$ cat src/rtl/aes_uart_rx_framer.sv
// Command-frame parser between the UART receiver and the AES core: a K/E/D byte plus 16 payload bytes
// yields one strobe with a 128-bit payload. Optional inter-byte timeout enabled by AES_RX_TIMEOUT_EN.
module aes_uart_rx_framer #(
  parameter int unsigned TIMEOUT_CYCLES = 100000,
  parameter logic [7:0]  CMD_KEY        = 8'h4B,
  parameter logic [7:0]  CMD_ENC        = 8'h45,
  parameter logic [7:0]  CMD_DEC        = 8'h44
) (
  input  logic         clk,
  input  logic         rst_n,
  input  logic         rx_valid,
  input  logic [7:0]   rx_data,
  output logic         load_new_key,
  output logic [127:0] cipher_key,
  output logic         enc_in_valid,
  output logic         dec_in_valid,
  output logic [127:0] block_data,
  output logic         frame_err,
  output logic         timeout_err,
  output logic         rx_idle
);

  typedef enum logic [1:0] {IDLE, COLLECT, ISSUE} state_t;

  state_t       state_reg, state_next;
  logic [3:0]   byte_cnt_reg, byte_cnt_next;
  logic [7:0]   cmd_reg, cmd_next;
  logic [127:0] shreg_reg, shreg_next;
  logic [127:0] key_reg, key_next;
  logic [127:0] blk_reg, blk_next;
  logic         lk_reg, lk_next;
  logic         enc_reg, enc_next;
  logic         dec_reg, dec_next;
  logic         ferr_reg, ferr_next;
  logic         to_reg, to_next;
`ifdef AES_RX_TIMEOUT_EN
  logic [31:0]  idle_cnt_reg, idle_cnt_next;
`endif

  always_comb begin
    state_next    = state_reg;
    byte_cnt_next = byte_cnt_reg;
    cmd_next      = cmd_reg;
    shreg_next    = shreg_reg;
    key_next      = key_reg;
    blk_next      = blk_reg;
    lk_next       = 1'b0;
    enc_next      = 1'b0;
    dec_next      = 1'b0;
    ferr_next     = 1'b0;
    to_next       = 1'b0;
`ifdef AES_RX_TIMEOUT_EN
    idle_cnt_next = idle_cnt_reg;
`endif
    case (state_reg)
      // ISSUE behaves like IDLE for incoming bytes so back-to-back frames lose nothing
      IDLE, ISSUE: begin
        state_next = IDLE;
        if (rx_valid) begin
          if (rx_data == CMD_KEY || rx_data == CMD_ENC || rx_data == CMD_DEC) begin
            cmd_next      = rx_data;
            byte_cnt_next = 4'd0;
            state_next    = COLLECT;
`ifdef AES_RX_TIMEOUT_EN
            idle_cnt_next = 32'd0;
`endif
          end else begin
            ferr_next = 1'b1;
          end
        end
      end
      COLLECT: begin
        if (rx_valid) begin
          shreg_next    = {shreg_reg[119:0], rx_data};
          byte_cnt_next = byte_cnt_reg + 4'd1;
`ifdef AES_RX_TIMEOUT_EN
          idle_cnt_next = 32'd0;
`endif
          if (byte_cnt_reg == 4'd15) begin
            state_next    = ISSUE;
            byte_cnt_next = 4'd0;
            case (cmd_reg)
              CMD_KEY: begin key_next = shreg_next; lk_next  = 1'b1; end
              CMD_ENC: begin blk_next = shreg_next; enc_next = 1'b1; end
              CMD_DEC: begin blk_next = shreg_next; dec_next = 1'b1; end
              default: ;
            endcase
          end
        end
`ifdef AES_RX_TIMEOUT_EN
        else if (idle_cnt_reg == 32'(TIMEOUT_CYCLES - 1)) begin
          to_next       = 1'b1;
          state_next    = IDLE;
          byte_cnt_next = 4'd0;
        end else begin
          idle_cnt_next = idle_cnt_reg + 32'd1;
        end
`endif
      end
      default: state_next = IDLE;
    endcase
  end

  always_ff @(posedge clk or negedge rst_n) begin
    if (!rst_n) begin
      state_reg    <= IDLE;
      byte_cnt_reg <= 4'd0;
      cmd_reg      <= 8'd0;
      shreg_reg    <= '0;
      key_reg      <= '0;
      blk_reg      <= '0;
      lk_reg       <= 1'b0;
      enc_reg      <= 1'b0;
      dec_reg      <= 1'b0;
      ferr_reg     <= 1'b0;
      to_reg       <= 1'b0;
`ifdef AES_RX_TIMEOUT_EN
      idle_cnt_reg <= 32'd0;
`endif
    end else begin
      state_reg    <= state_next;
      byte_cnt_reg <= byte_cnt_next;
      cmd_reg      <= cmd_next;
      shreg_reg    <= shreg_next;
      key_reg      <= key_next;
      blk_reg      <= blk_next;
      lk_reg       <= lk_next;
      enc_reg      <= enc_next;
      dec_reg      <= dec_next;
      ferr_reg     <= ferr_next;
      to_reg       <= to_next;
`ifdef AES_RX_TIMEOUT_EN
      idle_cnt_reg <= idle_cnt_next;
`endif
    end
  end

  assign load_new_key = lk_reg;
  assign cipher_key   = key_reg;
  assign enc_in_valid = enc_reg;
  assign dec_in_valid = dec_reg;
  assign block_data   = blk_reg;
  assign frame_err    = ferr_reg;
  assign timeout_err  = to_reg;
  assign rx_idle      = (state_reg == IDLE);

endmodule

$ cat config.mk
export PLATFORM = sky130hd
export DESIGN_NAME = aes_uart_rx_framer
export DESIGN_NICKNAME = d
export VERILOG_FILES = /design/src/rtl/aes_uart_rx_framer.sv
export SDC_FILE = /design/constraint.sdc
export NUM_CORES = 1
export LEC_CHECK = 0
export CORE_MARGIN = 1.5
export CORE_UTILIZATION = 25
export DETAILED_ROUTE_END_ITERATION = 7
export GPL_TIMING_DRIVEN = 0
export PLACE_DENSITY = 0.57
export SYNTH_ARGS = -nofsm -noshare
export SYNTH_HDL_FRONTEND = slang
export SYNTH_SLANG_ARGS = --single-unit
$ cat constraint.sdc
create_clock -name clk -period 1.79 [get_ports clk]
set_input_delay 0.2685 -clock clk [delete_from_list [all_inputs] [get_ports clk]]
set_output_delay 0.2685 -clock clk [all_outputs]
set_load 0.01 [all_outputs]
==> impl_metrics.sql, run 1 <==
INSERT INTO impl_metrics (metric_group, metric, value, unit) VALUES
('global_routing', 'globalRouteTotalUtil', '12.4', '%'),
('drt', 'first_pass_iters', '4', ''),
('power', 'power_leakage', '9.87', 'nW'),
('setup_path', 'worst_setup_path_end_kind', 'flop', ''),
('drt', 'route.met2.wl', '18000', 'microns'),
('placement', 'place_hpwl', '24900', 'microns'),
('setup_path', 'reg2regPathDepth', '8', ''),
('setup_path', 'crit_path_start_kind', 'flop', ''),
('floorplan', 'initial_utilization', '25.2', '%'),
('placement', 'place_congestion', '0.725', ''),
('yosys', 'yosys.cell_types.count', '34', ''),
('setup_path', 'crit-reg2reg-capture', 'cipher_key[47]', ''),
('sta', 'period_share', '111', '%'),
('setup_path', 'required_arrival_time_at_the_worst_endpoint', '2.24', 'ns'),
('setup_path', 'crit-reg2reg-launch', 'byte_cnt_reg[0]', ''),
('sta', 'fin_skew', '0.0186', 'ns'),
('clocking', 'tritoncts.num_buffers', '44', ''),
('sta', 'setup-violations-final', '294', ''),
('final_layout', 'leading_cell_types_in_the_layout_fill_and_taps_excluded', 'dfrtp_1, clkdlybuf4s50_1, mux2_2', ''),
('setup_path', 'maximum_fanout_along_the_worst_path', '5', ''),
('floorplan', 'io_pins', '273', ''),
('placement', 'port_buffers', '271', ''),
('power', 'netSwitchingPower', '6.51', 'mW'),
('power', 'clock_power_share', '38.4', '%'),
('final_layout', 'nNetsFinal', '1224', ''),
('final_layout', 'layout_commonest_cell', 'dfrtp_1', ''),
('power', 'netSwitchingFraction', '26.7', '%'),
('final_layout', 'filler_cell_count', '5649', ''),
('clocking', 'ctsHtreeMaxLevel', '2', ''),
('floorplan', 'num_rows', '89', ''),
('drt', 'wl_met3', '2390', 'microns'),
('final_layout', 'antennaDiodeCount', '0', ''),
('yosys', 'synthesis.area', '14800', 'sq um'),
('drt', 'finalWirelength', '38000', 'microns'),
('yosys', 'synth.avg_cell_area', '17.2', 'sq um'),
('setup_path', 'cp_data_arrival_time', '2.43', 'ns'),
('drt', 'avgRoutedWirePerCell', '18.9', 'microns'),
('yosys', 'synth_async_reset_ratio', '100', '%'),
('placement', 'pre_cts_ws', '-1.18', 'ns'),
('power', 'logic_gate_share_of_total_power', '11.7', '%'),
('floorplan', 'height_of_the_die', '247', 'microns'),
('sta', 'layout_min_cycle_time', '1.98', 'ns'),
('global_routing', 'antenna_found_initial', '0', ''),
('clocking', 'ctsLongestPathBuffers', '3', ''),
('drt', 'highest-signal-layer', 'met4', ''),
('floorplan', 'die-area', '60800', 'sq um'),
('setup_path', 'critical_path_class', 'reg2reg', ''),
('power', 'power.density_cell_area', '1150', 'nW/um^2'),
('drt', 'route.detailed.drc', '0', ''),
('clocking', 'clock-sinks', '394', ''),
('outcome', 'run_status', 'complete, but fails checks', ''),
('sta', 'final_critical_path_setup_slack', '-0.192', 'ns'),
('yosys', 'yosysWarnings', '0', ''),
('sta', 'tightestPinTransition', '0.606', 'ns'),
('clocking', 'clkLatencyLatePin', '0.56', 'ns'),
('sta', 'unrepaired_setup_endpoints_after_global_routing', 'yes', ''),
('outcome', 'violations', 'setup timing', ''),
('setup_path', 'timing.reg2reg.setup_slack', '-0.19', 'ns'),
('hold_path', 'worstHoldPathType', 'in2async', ''),
('sta', 'fmax', '505', 'MHz'),
('final_layout', 'drive_gt1_share', '32.3', '%'),
('sta', 'maxSlewViolCount', '0', ''),
('yosys', 'synthesis.nets', '875', ''),
('drt', 'drt_iter0_drc', '304', ''),
('drt', 'ant_nets', '0', ''),
('clocking', 'tritoncts', 'built', ''),
('yosys', 'syn-instance-count', '863', ''),
('global_routing', 'globalRoute.totalOverflow', '0', ''),
('power', 'seq_power_share', '49.9', '%'),
('yosys', 'synth.top_cell.area_share', '66.5', '%'),
('yosys', 'synth-seq-cells', '394', '');
==> area by class of cell <==
| cell class | count | area (sq um) | area share [%] |
|---|---|---|---|
| inverters | 5 | 18.8 | 0.0886 |
| plain buffers | 43 | 548 | 2.59 |
| clock buffers | 61 | 1330 | 6.27 |
| repair buffers | 303 | 3290 | 15.5 |
| well taps | 773 | 967 | 4.57 |
| flip-flops and latches | 394 | 9860 | 46.5 |
| multi-input cells | 421 | 4990 | 23.5 |
| clock inverters | 13 | 188 | 0.886 |
==> worst max-delay path: stages (launching register included) <==
cell and delay (ns):
dfrtp_1 0.40, ha_4 0.15, and4_1 0.18, and2_4 0.17
and3_4 0.22, buf_12 0.15, buf_12 0.14, clkbuf_16 0.16
mux2_4 0.30
==> metal layers <==
| layer | vias to the layer above | global-route usage, % |
|---|---|---|
| li1 | 3784 | - |
| met1 | 4490 | 16.0 |
| met2 | 196 | 19.9 |
| met3 | 55 | 3.90 |
| met4 | 0 | 3.19 |
| met5 | - | 0 |
==> logic make-up (layout without fill, tap and decap cells) <==
family | count (synthesis) | after routing | synth area share, %
DFF | 394 | 394 | 66.5
muxes | 379 | 379 | 29.0
buffers and inverters | 48 | 425 | 2.62
and+or+nand+nor | 27 | 27 | 1.19
AOI/OAI and AO/OA | 13 | 13 | 0.574
adders and majority gates | 1 | 1 | 0.0843
other | 1 | 1 | 0.0253
==> how the worst max path moves through the flow <==
| stage | slack [ns] | start | end |
|---|---|---|---|
| floorplan | -0.04 | byte_cnt_reg[0] | cipher_key[100] |
| global placement | -16.70 | rst_n | block_data[56] |
| detailed placement | -1.18 | rx_valid | shreg_reg[71] |
| CTS | -0.22 | byte_cnt_reg[1] | cipher_key[64] |
| global route | -0.25 | byte_cnt_reg[0] | cipher_key[47] |
| finish | -0.19 | byte_cnt_reg[0] | cipher_key[47] |
==> power by group through the flow <==
| stage | registers, mW | clock network [mW] | logic, mW |
|---|---|---|---|
| 3_3_place_gp | 12.3 | 0 | 2.62 |
| 4_1_cts | 12.2 | 9.69 | 2.87 |
| 3_5_place_dp | 12.4 | 0 | 2.72 |
| 5_1_grt | 12.4 | 10.0 | 3.15 |
| 2_1_floorplan | 11.3 | 0 | 2.10 |
| 6_report | 12.2 | 9.36 | 2.85 |
==> metrics by stage <==
stage	std cells	TNS [ns]	area [sq um]	power [mW]	hold WS [ns]
after CTS	2001	-40.83	20800	24.8	0.233
after detailed placement	1910	-246.24	18600	15.1	0.256
after floorplan	863	-4.96	14900	13.4	-0.0271
after global placement	1907	-6791.49	18500	15.0	0.442
after global routing	2013	-57.76	21200	25.6	0.262
final	2013	-30.27	21200	24.4	0.249
==> repair_timing <==
action | CTS | global route
pin swaps | 1 | 0
hold endpoints to repair | 66 | 0
hold buffers | 1 | 0
setup buffers | 11 | 7
gates cloned | 5 | 8
setup endpoints to repair | 439 | 606
gates resized for setup | 106 | 47
==> cells in the mapped netlist (all sizes together), types with 2 or more instances <==
library cell and count:
nor4b 2, nand2 2, a22o 2, nand3 4, and3 3, nor2 3, mux2 379, o21ai 6
dfrtp 394, nor3b 2, and2 5, buf 42, inv 5
(Power assumes the default switching activity.)
==> run 2: changes to the inputs <==
Settings changed: REMOVE_ABC_BUFFERS from default to 1, SKIP_LAST_GASP from default to 1.
==> impl_metrics.sql, run 2 (synthesis gave the netlist of run 1 again) <==
INSERT INTO impl_metrics (metric_group, metric, value, unit) VALUES
('outcome', 'run_status', 'complete, but fails checks', ''),
('global_routing', 'largest_net_degree_at_the_start_of_global_routing', '112', ''),
('clocking', 'tritoncts.num_buffers', '45', ''),
('power', 'vdd.ir_drop.worst', '0.719', 'mV'),
('global_routing', 'groute.layer.met3.usage', '3.87', '%'),
('sta', 'fmax', '486', 'MHz'),
('sta', 'layout_min_cycle_time', '2.06', 'ns'),
('drt', 'avgRoutedWirePerCell', '19.8', 'microns'),
('floorplan', 'dieWidth', '247', 'microns'),
('clocking', 'clock-sinks', '394', ''),
('setup_path', 'critical_path_class', 'reg2reg', ''),
('global_routing', 'gr-usage-met1', '16.6', '%'),
('sta', 'worst_hold_slack', '-0.242', 'ns'),
('setup_path', 'crit_path_start_kind', 'flop', ''),
('floorplan', 'initial_utilization', '25.2', '%'),
('placement', 'port_buffers', '271', ''),
('global_routing', 'globalRoute.totalOverflow', '0', ''),
('setup_path', 'maximum_fanout_along_the_worst_path', '6', ''),
('drt', 'vias', '8618', ''),
('sta', 'final_critical_path_setup_slack', '-0.267', 'ns'),
('clocking', 'ctsHtreeMaxLevel', '2', ''),
('floorplan', 'num_rows', '89', ''),
('setup_path', 'timing.reg2reg.setup_slack', '-0.27', 'ns'),
('setup_path', 'required_arrival_time_at_the_worst_endpoint', '2.22', 'ns'),
('clocking', 'ctsLongestPathBuffers', '3', ''),
('placement', 'pre_cts_ws', '-1.16', 'ns'),
('floorplan', 'height_of_the_die', '247', 'microns'),
('sta', 'period_share', '115', '%'),
('setup_path', 'reg2regPathDepth', '7', ''),
('floorplan', 'io_pins', '273', ''),
('drt', 'finalWirelength', '40100', 'microns'),
('global_routing', 'groute.layer.met2.usage', '19.4', '%'),
('final_layout', 'layout.core_utilization', '36.9', '%'),
('global_routing', 'globalRouteTotalUtil', '12.5', '%'),
('drt', 'via_density_per_instance', '4.27', ''),
('setup_path', 'crit-reg2reg-capture', 'cipher_key[56]', ''),
('placement', 'place_hpwl', '21200', 'microns'),
('final_layout', 'layout_commonest_cell', 'dfrtp_1', ''),
('hold_path', 'worstHoldPathType', 'in2async', ''),
('floorplan', 'die-area', '60800', 'sq um'),
('floorplan', 'core_region_area', '58800', 'sq um'),
('global_routing', 'grt_pass1_vias', '9038', ''),
('sta', 'setup-violations-final', '253', ''),
('final_layout', 'drive_gt1_share', '34.2', '%'),
('drt', 'drt_iter0_drc', '288', ''),
('job', 'max-cap-violations', '0', ''),
('global_routing', 'first_pass_grt_wire_length', '57800', 'microns'),
('clocking', 'tritoncts', 'built', ''),
('final_layout', 'leading_cell_types_in_the_layout_fill_and_taps_excluded', 'dfrtp_1, mux2_2, mux2_4', ''),
('sta', 'tightestPinTransition', '0.892', 'ns'),
('placement', 'place_congestion', '0.692', ''),
('clocking', 'clkLatencyLatePin', '0.56', 'ns'),
('power', 'power_leakage', '11.9', 'nW'),
('clocking', 'path_clk_slew', '0.06', 'ns'),
('power', 'power.density_cell_area', '1110', 'nW/um^2'),
('final_layout', 'nNetsFinal', '1223', ''),
('setup_path', 'cp_data_arrival_time', '2.48', 'ns'),
('global_routing', 'grt_busiest_layer', 'met2', ''),
('setup_path', 'worst_setup_path_end_kind', 'flop', ''),
('drt', 'ant_nets', '0', ''),
('global_routing', 'antenna_found_initial', '0', ''),
('sta', 'fin_skew', '0.0178', 'ns'),
('sta', 'final-hold-violation-count', '109', ''),
('final_layout', 'antennaDiodeCount', '0', ''),
('setup_path', 'crit-reg2reg-launch', 'byte_cnt_reg[1]', ''),
('sta', 'maxSlewViolCount', '0', ''),
('final_layout', 'area.growth.synth_to_final', '46.3', '%'),
('drt', 'first_pass_iters', '4', ''),
('outcome', 'violations', 'hold timing, setup timing', ''),
('clocking', 'root_buffer', 'clkbuf_16', ''),
('sta', 'max_slew_margin', '40.5', '%'),
('drt', 'route.detailed.drc', '0', ''),
('sta', 'unrepaired_setup_endpoints_after_global_routing', 'yes', '');
run 2: cell count changes in the layout (fill, tap and decap cells not counted), sizes merged, moves of 2 or more:
cell and change:
buf -2, dlygate4sd2 +71, clkdlybuf4s50 -146, dlymetal6s2s +74
nand3 +2, clkbuf +10, bufinv -3, and3 +2
run 2: how the worst max path moves through the flow:
stage / from / endpoint / slack [ns]
after floorplan: byte_cnt_reg[0] / block_data[100] / -3.88
after global placement: rst_n / block_data[12] / -16.97
after detailed placement: rx_valid / cipher_key[127] / -1.16
after CTS: byte_cnt_reg[0] / cipher_key[15] / -0.28
after global routing: byte_cnt_reg[1] / cipher_key[56] / -0.30
final: byte_cnt_reg[1] / cipher_key[56] / -0.27
run 2: what timing repair did:
item	CTS	global route
pin swaps	3	3
setup buffers	33	6
gates resized for setup	153	171
endpoints found under the setup margin	459	360
hold endpoints to repair	109	109
gates cloned	19	12
run 2: worst max-delay path: stages, from the launching register on:
cell and delay (ns):
dfrtp_1 0.39, ha_4 0.16, and4_4 0.23, and2_4 0.17
and3_4 0.30, buf_12 0.17, clkbuf_16 0.17, mux2_1 0.32
run 2: area by class of cell:
class                      count  area [sq um]
fill                        5535         37100
clock inverter                 8          77.6
multi-input combinational    425          5190
sequential                   394          9860
timing repair buffer         340          4110
tap                          773           967
clock buffer                  75          1470
inverter                       5          18.8
run 2: metal layers:
metal	part of all wire [%]	routed length, microns
met1	45	18100
met2	47	18700
met3	6.5	2590
met4	1.9	764
met5	0	0
run 2: stage by stage:
stage | hold WS [ns] | setup TNS (ns) | total power [mW] | cells | cell area [sq um]
3_5_place_dp | 0.388 | -309.45 | 14.7 | 1874 | 18400
6_report | -0.242 | -47.80 | 24.2 | 2020 | 21700
5_1_grt | -0.187 | -62.24 | 25.5 | 2020 | 21700
3_3_place_gp | 0.440 | -8943.53 | 14.3 | 1864 | 18100
2_1_floorplan | -0.0271 | -1091.41 | 13.5 | 820 | 14500
4_1_cts | -0.229 | -54.46 | 24.5 | 2009 | 21000
run 2: report_power, final:
group	internal (mW)	switching, mW	leakage [nW]
Sequential	10.4	1.48	5.27
Combinational	1.85	1.12	5.89
Clock	5.73	3.65	0.761
Total	17.9	6.25	11.9
==> run 3: changes to the inputs <==
==> constraint.sdc (replaced) <==
create_clock -name clk -period 1.79 [get_ports clk]
set_input_delay 0.358 -clock clk [delete_from_list [all_inputs] [get_ports clk]]
set_output_delay 0.358 -clock clk [all_outputs]
set_load 0.01 [all_outputs]
==> impl_metrics.sql, run 3 (synthesis gave the netlist of run 1 again) <==
INSERT INTO impl_metrics (metric_group, metric, value, unit) VALUES
('drt', 'drt_iter0_drc', '241', ''),
('floorplan', 'height_of_the_die', '247', 'microns'),
('power', 'power.density_cell_area', '1090', 'nW/um^2'),
('setup_path', 'cp_data_arrival_time', '2.48', 'ns'),
('floorplan', 'core_region_area', '58800', 'sq um'),
('floorplan', 'io_pins', '273', ''),
('clocking', 'clkLatencyLatePin', '0.56', 'ns'),
('outcome', 'violations', 'hold timing, setup timing', ''),
('setup_path', 'timing.critical_path.max_delay_family', 'simple AND/OR/NAND/NOR gates', ''),
('drt', 'vias', '8526', ''),
('final_layout', 'antennaDiodeCount', '0', ''),
('sta', 'final-hold-violation-count', '109', ''),
('final_layout', 'final-instance-count-excl-fill', '2015', ''),
('setup_path', 'critical_path_class', 'reg2reg', ''),
('final_layout', 'area.growth.synth_to_final', '49.1', '%'),
('floorplan', 'dieWidth', '247', 'microns'),
('drt', 'finalWirelength', '39700', 'microns'),
('floorplan', 'num_rows', '89', ''),
('drt', 'route.detailed.drc', '0', ''),
('global_routing', 'globalRoute.totalOverflow', '0', ''),
('clocking', 'path_clk_slew', '0.06', 'ns'),
('clocking', 'ctsHtreeMaxLevel', '2', ''),
('sta', 'maxSlewViolCount', '0', ''),
('clocking', 'clock-sinks', '394', ''),
('placement', 'port_buffers', '271', ''),
('sta', 'fin_skew', '0.0183', 'ns'),
('setup_path', 'crit_path_start_kind', 'flop', ''),
('setup_path', 'maximum_fanout_along_the_worst_path', '6', ''),
('sta', 'layout_min_cycle_time', '2.06', 'ns'),
('final_layout', 'drive_gt1_share', '33.3', '%'),
('final_layout', 'layout_commonest_cell', 'dfrtp_1', ''),
('setup_path', 'crit_buf_inv', '2', ''),
('setup_path', 'path_cells', 'ha_4, and4_4, and2_4, and3_4, buf_12, clkbuf_16, mux2_1', ''),
('global_routing', 'first_pass_grt_wire_length', '57600', 'microns'),
('drt', 'via_density_per_instance', '4.23', ''),
('clocking', 'ctsLongestPathBuffers', '3', ''),
('sta', 'unrepaired_setup_endpoints_after_global_routing', 'yes', ''),
('sta', 'final_critical_path_setup_slack', '-0.265', 'ns'),
('clocking', 'root_buffer', 'clkbuf_16', ''),
('clocking', 'tritoncts', 'built', ''),
('floorplan', 'die-area', '60800', 'sq um'),
('placement', 'pre_cts_ws', '-1.25', 'ns'),
('clocking', 'tritoncts.num_buffers', '45', ''),
('placement', 'place_congestion', '0.692', ''),
('setup_path', 'maximum_cell_stage_delay_along_the_critical_path', '0.39', 'ns'),
('setup_path', 'worst_setup_path_end_kind', 'flop', ''),
('power', 'power_leakage', '15.0', 'nW'),
('sta', 'period_share', '115', '%'),
('power', 'report.power.total', '24.2', 'mW'),
('power', 'vdd.ir_drop.worst', '0.718', 'mV'),
('setup_path', 'critPathSlowestCell', 'dfrtp_1', ''),
('setup_path', 'worstSetupPathDepth', '7', ''),
('job', 'max-cap-violations', '0', ''),
('setup_path', 'required_arrival_time_at_the_worst_endpoint', '2.22', 'ns'),
('sta', 'worst_hold_slack', '-0.156', 'ns'),
('final_layout', 'nNetsFinal', '1218', ''),
('global_routing', 'antenna_found_initial', '0', ''),
('drt', 'first_pass_iters', '4', ''),
('final_layout', 'leading_cell_types_in_the_layout_fill_and_taps_excluded', 'dfrtp_1, dlymetal6s2s_1, mux2_2', ''),
('sta', 'tightestPinTransition', '0.907', 'ns'),
('sta', 'fmax', '487', 'MHz'),
('placement', 'dp.cells', '1874', ''),
('final_layout', 'layout.core_utilization', '37.6', '%'),
('outcome', 'run_status', 'complete, but fails checks', ''),
('hold_path', 'worstHoldPathType', 'in2async', ''),
('global_routing', 'grt_pass1_vias', '9006', ''),
('drt', 'ant_nets', '0', ''),
('global_routing', 'globalRouteTotalUtil', '12.4', '%'),
('placement', 'place_hpwl', '21200', 'microns'),
('drt', 'avgRoutedWirePerCell', '19.7', 'microns'),
('floorplan', 'initial_utilization', '25.2', '%'),
('sta', 'setup-violations-final', '270', ''),
('global_routing', 'largest_net_degree_at_the_start_of_global_routing', '112', ''),
('setup_path', 'reg2regPathDepth', '7', ''),
('sta', 'max_slew_margin', '39.5', '%');
==> run 3: cell count changes in the layout (fill, tap and decap cells not counted), moves of 2 or more <==
cell,before,now
buf_4,15,13
mux2_2,134,136
mux2_1,111,121
dlymetal6s2s_1,74,261
clkdlybuf4s50_1,123,8
dlygate4sd2_1,72,0
clkbuf_16,56,54
mux2_4,134,122
==> run 3: routing by layer <==
| metal | vias up | wire (microns) | GRT usage (%) |
|---|---|---|---|
| met3 | 45 | 2300 | 3.85 |
| met1 | 4497 | 18200 | 16.6 |
| met5 | - | 0 | 0 |
| met4 | 0 | 752 | 3.50 |
| li1 | 3791 | - | - |
| met2 | 193 | 18400 | 19.4 |
==> run 3: per-stage QoR <==
step / TNS [ns] / cell area [sq um] / hold WS (ns)
final: -48.50 / 22100 / -0.156
after global routing: -63.04 / 22100 / -0.0976
after CTS: -76.78 / 21100 / -0.140
after detailed placement: -352.59 / 18400 / 0.461
after global placement: -9013.70 / 18100 / 0.440
after floorplan: -1091.41 / 14500 / 0.0624
==> run 3: final cells by class <==
type / instances / area, sq um
clock buffer: 75 / 1470
clock inverter: 8 / 77.6
sequential: 394 / 9860
fill: 5483 / 36700
inverter: 5 / 18.8
tap: 773 / 967
timing repair buffer: 336 / 4590
multi-input combinational: 424 / 5120
==> run 3: final timing paths <==
path                                       from        endpoint  slack, ns
max in group asynchronous                 rst_n    shreg_reg[6]       0.44
worst min-delay path                      rst_n   shreg_reg[88]      -0.16
worst min register to register   cipher_key[62]  cipher_key[62]       0.48
worst max-delay path            byte_cnt_reg[1]  cipher_key[56]      -0.27
min in group clk                       rx_valid       frame_err       0.31
worst max register to register  byte_cnt_reg[1]  cipher_key[56]      -0.27
==> run 3: worst register-to-register path, cell delays in order, from the launching register on <==
cell,delay [ns]
dfrtp_1,0.39
ha_4,0.16
and4_4,0.23
and2_4,0.17
and3_4,0.30
buf_12,0.18
clkbuf_16,0.18
mux2_1,0.32
==> run 3: what timing repair did <==
item,in CTS,in global routing
buffers inserted,33,3
endpoints found under the hold margin,109,109
cloned,18,10
setup endpoints to repair,649,547
resized for setup,78,347
pin swaps,3,3
==> run 3: where the power goes <==
part           switching, mW  internal [mW]  total, mW
registers               1.48           10.4       11.8
clock network           3.65           5.73       9.38
logic                   1.11           1.83       2.95
total                   6.24           17.9       24.2
